`src/rtl/branch_predictor_pkg.sv`:
```
// branch_predictor_pkg: shared branch-type codes and predictor counter constants
package branch_predictor_pkg;
    typedef enum logic [2:0] {
        NOBRANCH = 3'd0,
        BEQ      = 3'd1,
        BNE      = 3'd2,
        BLT      = 3'd3,
        BLTU     = 3'd4,
        BGE      = 3'd5,
        BGEU     = 3'd6
    } br_type_e;
    localparam logic [1:0] CNT_RESET = 2'b01;
    localparam logic [1:0] CNT_ALLOC = 2'b10;
endpackage

```
`src/rtl/branch_predictor_sat_counter2.sv`:
```
// sat_counter2: 2-bit saturating taken/not-taken counter with allocate load
module sat_counter2
    import branch_predictor_pkg::*;
(
    input  logic       clk,
    input  logic       rst,
    input  logic       inc,
    input  logic       dec,
    input  logic       ld,
    output logic [1:0] state
);
    always_ff @(posedge clk)
        if (rst)
            state <= CNT_RESET;
        else if (ld)
            state <= CNT_ALLOC;
        else if (inc && state != 2'b11)
            state <= state + 2'b01;
        else if (dec && state != 2'b00)
            state <= state - 2'b01;
endmodule

```
`src/rtl/branch_predictor.sv`:
```
// branch_predictor: direct-mapped BTB with 2-bit counters, EX-stage resolve and stats
module branch_predictor
    import branch_predictor_pkg::*;
#(
    parameter int ENTRIES = 16
) (
    input  logic        CPU_CLK,
    input  logic        CPU_RST,
    input  logic [31:0] PCF,
    output logic        PredTakenF,
    output logic [31:0] PredTargetF,
    input  logic [31:0] PCE,
    input  logic [2:0]  BranchTypeE,
    input  logic        BranchE,
    input  logic [31:0] BrTargetE,
    input  logic        PredTakenE,
    input  logic [31:0] PredTargetE,
    input  logic        StallE,
    output logic        MispredictE,
    output logic [31:0] CorrectPCE,
    output logic [31:0] BranchCnt,
    output logic [31:0] MissCnt
);
    localparam int IW = $clog2(ENTRIES);
    localparam int TW = 30 - IW;
    logic [ENTRIES-1:0] valid;
    logic [TW-1:0]      tags    [ENTRIES];
    logic [31:0]        targets [ENTRIES];
    logic [1:0]         ctr     [ENTRIES];
    logic [IW-1:0]      fidx, eidx;
    logic               hit_f, hit_e, is_br, active, upd, unused;
    assign fidx   = PCF[IW+1:2];
    assign eidx   = PCE[IW+1:2];
    assign hit_f  = valid[fidx] && tags[fidx] == PCF[31:IW+2];
    assign hit_e  = valid[eidx] && tags[eidx] == PCE[31:IW+2];
    assign unused = ^{PCF[1:0], PCE[1:0]};
    assign PredTakenF  = hit_f && ctr[fidx][1];
    assign PredTargetF = PredTakenF ? targets[fidx] : PCF + 32'd4;
    assign is_br  = BranchTypeE != NOBRANCH;
    assign active = !StallE && !CPU_RST;
    assign upd    = is_br && active;
    assign MispredictE = active && (is_br ? (BranchE != PredTakenE || (BranchE && PredTargetE != BrTargetE)) : PredTakenE);
    assign CorrectPCE  = (is_br && BranchE) ? BrTargetE : PCE + 32'd4;
    for (genvar g = 0; g < ENTRIES; g++) begin : g_ctr
        sat_counter2 u_ctr (
            .clk   (CPU_CLK),
            .rst   (CPU_RST),
            .inc   (upd && hit_e && BranchE && eidx == IW'(g)),
            .dec   (upd && hit_e && !BranchE && eidx == IW'(g)),
            .ld    (upd && !hit_e && BranchE && eidx == IW'(g)),
            .state (ctr[g])
        );
    end
    always_ff @(posedge CPU_CLK)
        if (CPU_RST)
            valid <= '0;
        else if (upd && BranchE)
            valid[eidx] <= 1'b1;
    // a taken hit rewrites the same tag, so allocation and retarget share one write
    always_ff @(posedge CPU_CLK)
        if (upd && BranchE) begin
            tags[eidx]    <= PCE[31:IW+2];
            targets[eidx] <= BrTargetE;
        end
    always_ff @(posedge CPU_CLK) begin
        BranchCnt <= CPU_RST ? '0 : BranchCnt + {31'b0, upd};
        MissCnt   <= CPU_RST ? '0 : MissCnt + {31'b0, MispredictE};
    end
endmodule

```
`config.mk`:
```
export PLATFORM = sky130hd
export DESIGN_NAME = branch_predictor
export DESIGN_NICKNAME = d
export VERILOG_FILES = /design/src/rtl/branch_predictor_pkg.sv /design/src/rtl/branch_predictor_sat_counter2.sv /design/src/rtl/branch_predictor.sv
export SDC_FILE = /design/constraint.sdc
export NUM_CORES = 2
export LEC_CHECK = 0
export ABC_CLOCK_PERIOD_IN_PS = 6300
export CAP_MARGIN = 20
export CORE_ASPECT_RATIO = 2
export CORE_MARGIN = 2
export CORE_UTILIZATION = 40
export CTS_CLUSTER_SIZE = 12
export DETAILED_ROUTE_END_ITERATION = 7
export PLACE_DENSITY = 0.69
export SYNTH_ARGS = -nofsm -noshare
export SYNTH_HDL_FRONTEND = slang
export SYNTH_SLANG_ARGS = --single-unit
```
`constraint.sdc`:
```
create_clock -name CPU_CLK -period 6.3 [get_ports CPU_CLK]
set_input_delay 1.26 -clock CPU_CLK [delete_from_list [all_inputs] [get_ports CPU_CLK]]
set_output_delay 1.26 -clock CPU_CLK [all_outputs]
set_load 0.05 [all_outputs]
```
# Word level (Yosys, flattened, before mapping)

Memory sizes are Yosys's and may differ from the RTL's.
Cells that the tools add are included.

Memories: 2
Input bits: 136
Register bits: 112
Output and inout port bits: 130
Memory bits (writable): 928

Memories:

| memory  | words | bits a word | read ports | clocked after memory_dff | write ports | RTL line               | source |
|---|---|---|---|---|---|---|---|
| targets | 16    | 32          | 1          | 0                        | 1           | branch_predictor.sv:28 | `logic [31:0] targets [ENTRIES];` |
| tags    | 16    | 26          | 2          | 0                        | 1           | branch_predictor.sv:27 | `logic [TW-1:0] tags [ENTRIES];` |

Eq/ne operators: 35
Reductions and logical operators: 134
Muxes and demuxes: 62
$add $sub $neg: 36
Order comparisons: 4
Bitwise operators: 2

Operators with widths:

| operator                                                               | number |
|---|---|
| 2-bit two-way mux                                                      | 50 |
| 1-bit logical AND                                                      | 95 |
| 32-bit by 1-bit adder with 32-bit output                               | 2 |
| 32-bit by 3-bit adder with 32-bit output (second input constant)       | 2 |
| 32-bit two-way mux                                                     | 2 |
| 26-bit equality test                                                   | 2 |
| 3-bit nonzero test                                                     | 17 |
| 2-bit by 1-bit adder with 2-bit output (second input constant)         | 16 |
| 4-bit equality test (second input constant)                            | 8 |
| 2-bit != test (second input constant)                                  | 16 |
| 32-bit != test                                                         | 1 |
| 2-bit nonzero test                                                     | 16 |
| 2-bit by 1-bit subtractor with 2-bit output (second input constant)    | 16 |
| 4-bit by 3-bit equality test with 1-bit output (second input constant) | 4 |
| 16-bit OR                                                              | 1 |
| 4-bit by 5-bit < comparator with 1-bit output (second input constant)  | 2 |
| 1-bit binary-select mux with 4-bit select                              | 2 |
| 2-bit binary-select mux with 4-bit select                              | 1 |
| 4-bit by 2-bit equality test with 1-bit output (second input constant) | 2 |
| 1-bit two-way mux                                                      | 6 |
| 5-bit greater-or-equal comparator (second input constant)              | 1 |
| 4-bit inverter with 5-bit output                                       | 1 |
| 1-bit demux with 4-bit select                                          | 1 |
| 4-bit by 1-bit equality test with 1-bit output (second input constant) | 1 |
| other kinds (5)                                                        | 8 |

# Longest topological paths before layout

Depth after elaboration: 10
Gate-level depth with buffers: 16
Depth with buffers taken out: 13

# Modules after synthesis

A second synthesis with hierarchy kept.

Cells, all modules: 2710
Area total of the unflattened synthesis: 47083.9 um^2

Modules (own cells, without submodules):

| module           | area an instance (um^2) | times used | cells each |
|---|---|---|---|
| branch_predictor | 45502.4                 | 1          | 2534 |
| sat_counter2     | 98.8                    | 16         | 11 |

# Worst setup path before layout

No wires, ideal clock.

Kind: in2out
Start: in PCF[2]
End: out PredTargetF[10]
Data arrival time: 5.383 ns
Cell stages on the path: 14
Data required time: 5.040 ns
Setup slack: -0.343 ns
Cell sequence: buf_6 > buf_6 > buf_2 > buf_1 > mux4_2 > mux4_2 > xnor2_1 > nand4_1 > nor2_1 > or4b_1 > clkbuf_1 > buf_6 > buf_6 > a21oi_1

Word-level cells in the longest chain between the ends: 6
Elaborated cells on any way between the ends: 13

RTL lines:

| what                                                            | RTL line               | source |
|---|---|---|
| start: declaration                                              | branch_predictor.sv:9  | `input logic [31:0] PCF,` |
| branches (longest 5 deep; another with memory read 16 x 26 bit) | -                      |  |
| 32-bit two-way mux (*)                                          | branch_predictor.sv:38 | `assign PredTargetF = PredTakenF ? targets[fidx] : PCF + 32'd4;` |
| end: declaration                                                | branch_predictor.sv:11 | `output logic [31:0] PredTargetF,` |

Every way passes the cells marked *. The select of a mux whose other input is x is not followed.

# Worst setup path after layout

Start: in PCF[2]
End: out PredTargetF[20]

Same word-level chain as after synthesis.

==> impl_metrics.toml <==
[run_status]
outcome = "complete, no violations"

[sta]
hold_violations = 0
skew_ns = 0.0407
timing.hold.ws_ns = 0.489
slew_headroom = 0.275
setup_violations = 0
maxSlewViolCount = 0
post-route-period-util = 0.990
fmax_mhz = 160
min_period_ns = 6.24
setup_ws_ns = 0.0629
worst_slew_pin_slew_ns = 1.08

[setup_path]
worst-setup-path-type = "in2out"
cp_slowest_stage_delay_ns = 0.58
path_cells = "buf_16, buf_4, mux4_2, mux4_2, xnor2_2, nand4_1, or3_4, or4_4, buf_12, or4b_4, buf_4, nor2_4, a21oi_4, buf_12"
path_delay_family = "simple AND/OR/NAND/NOR gates"
critPathRequiredTime_ns = 5.04
startpoint_type = "input port"
slowest_stage = "or4b_4"
cp-end-kind = "output pin"
cp.buffers_inverters = 5
cp_max_fo = 11
r2r_cells = 14
cp.arrival_ns = 4.98
path_depth = 14

[power]
p_sw_mw = 3.53
peakVddDrop_mv = 0.261
power_leakage_nw = 18.0
combPwrFrac = 0.108
power_frac_seq = 0.519
power.density_nw_per_um2 = 263
p_total_mw = 14.6
swShare = 0.242
p_int_mw = 11.1
p_clk_frac = 0.374

[routing]
vias_per_cell = 6.13
dr.pass1.iters = 6
ant_nets = 0
drc = 0
drtIter0Drc = 3038
routed_wl_mm = 155
num_vias = 28775
wl_per_cell_um = 33.0

[global_route]
antenna_found_initial = 15
grtUsageTotal = 0.259
grt_start_max_net_pins = 68
first_global_vias = 29456
grt_pass1_wl_mm = 215
grt.overflow.total = 0

[clock_tree]
clockBufferDepth = 3
cts.htree.levels = 3
clkLatencyLatePin_ns = 0.72
cts_sinks = 1040
root_buffer = "clkbuf_16"
numCtsBuffers = 99
clk_pin_slew_worst_paths_ns = 0.06
cts_tree = "built"

[layout]
fillers = 9617
fin_cells = 4692
syn_to_final_growth_pct = 19.8
final_common_cell = "edfxtp_1"
stdcell_area_sq_um = 55600
layout.nets = 3279
drive_gt1_frac = 0.266
layout_common_cells = "edfxtp_1 (928), mux4_2 (379), buf_4 (217), clkdlybuf4s50_1 (198), nor2_1 (159)"

[placement]
place_ws_ns = -0.396
post-place-cells = 4539
detailed_place_hpwl_mm = 102
gp_congestion = 1.01
port_buffers = 265
dpl_cell_area_sq_um = 52500

[logic_synthesis]
synth_ff_type = "edfxtp_1"
synth-seq-area-share = 0.649
synth_edf_count = 928
yosysWarningCount = 0
syn_avg_cell_area_sq_um = 17.1
synth_area_sq_um = 46400
async_reset_ff_frac = 0
synth-seq-cells = 1040
synthDistinctLibCells = 57
synthesis.nets = 2853
synth_cells = 2708

[floorplan]
io_pins = 266
start_util = 0.404
core.rowCount = 176
die_area_sq_um = 119000
die_h_um = 486
design.core.area_sq_um = 115000
die_w_um = 245

[hold_path]
whs_path_depth = 2
hold_path_class = "reg2reg"

[job]
drv_cap = 0
[cell usage after synthesis (all sizes together), types with 9 or more instances]
cell      n  share of area
o211ai   13         0.0021
nor2    168          0.014
a22oi    16         0.0026
xnor2    93          0.018
mux4    379           0.18
inv      31         0.0025
and3     29         0.0039
nand3    73         0.0079
edfxtp  928           0.60
nand4    38         0.0051
or3      16         0.0022
ha        9         0.0024
a21oi    73         0.0079
dfxtp   112          0.048
clkbuf   89         0.0072
nand2   138          0.011
o21ai    90         0.0097
and4     11         0.0021
xor2    110          0.021
nor4     13         0.0018
nor2b    17         0.0023
a221oi    9         0.0017
nor3     11         0.0013
buf      70         0.0078
mux2i    84          0.018
[worst min-delay path, stage by stage, from the launching register on]
cell,delay (ns)
dfxtp_1,0.32
o21ai_0,0.07
a21oi_1,0.06
[path summary, 6_finish.rpt]
path               startpoint                 endpoint  slack, ns
setup reg to reg  tags[3][20]  g_ctr[6].u_ctr.state[1]       2.18
hold reg to reg   MissCnt[31]              MissCnt[31]       0.49
setup / recovery       PCF[2]          PredTargetF[20]       0.06
hold / removal    MissCnt[31]              MissCnt[31]       0.49
[cell type report]
| cell class | instances | area, sq um | share of cell area |
|---|---|---|---|
| diodes | 5 | 12.5 | 0.000225 |
| clock buffers | 127 | 2590 | 0.0466 |
| repair buffers | 483 | 4960 | 0.0893 |
| inverters | 31 | 129 | 0.00232 |
| clock inverters | 14 | 201 | 0.00362 |
| multi-input cells | 1479 | 15700 | 0.283 |
| well taps | 1513 | 1890 | 0.0340 |
| flip-flops and latches | 1040 | 30100 | 0.541 |
[logic make-up (layout without fill, tap and decap cells)]
kind of cell               count (synthesis)  count (layout)  synth area share
DFF                                     1040            1040             0.649
other                                      0               5                 0
adders and majority gates                  9               9           0.00243
xor gates and xnor gates                 203             203            0.0383
buffers and inverters                    190             655            0.0176
and+or+nand+nor                          536             537            0.0546
muxes                                    471             471             0.204
AOI/OAI and AO/OA                        259             259            0.0339
[per-layer routing]
metal	GRT usage	routed length [um]	vias to the layer above
met3	0.0663	13800	474
li1	-	-	11711
met5	0.000414	119	-
met4	0.194	13100	20
met1	0.265	48800	14883
met2	0.452	79000	1687
[state kept, by name (all words and copies together) (netlist names)]
name,flops
MissCnt,32
BranchCnt,32
g_ctr.u_ctr.state,32
tags,416
targets,512
valid,16
[power by group through the flow]
stage	Sequential [mW]	Combinational, mW	Clock, mW
6_report	7.57	1.58	5.46
3_3_place_gp	7.72	1.51	0
2_1_floorplan	7.72	0.757	0
5_1_grt	7.57	1.62	5.74
4_1_cts	7.57	1.54	5.53
3_5_place_dp	7.72	1.52	0
[repair_timing]
action	CTS	global route
setup buffers	2	0
hold buffers	0	0
gates resized for setup	16	13
pin swaps	3	4
gates cloned	4	0
setup endpoints to repair	32	32
[stage by stage]
step | TNS (ns) | util
final | 0 | 0.484
after global routing | -0.0152 | 0.484
after CTS | 0 | 0.483
after detailed placement | -11.36 | 0.457
after global placement | -10.54 | 0.457
after floorplan | -0.729 | -
Power figures use the tool's default switching activity.
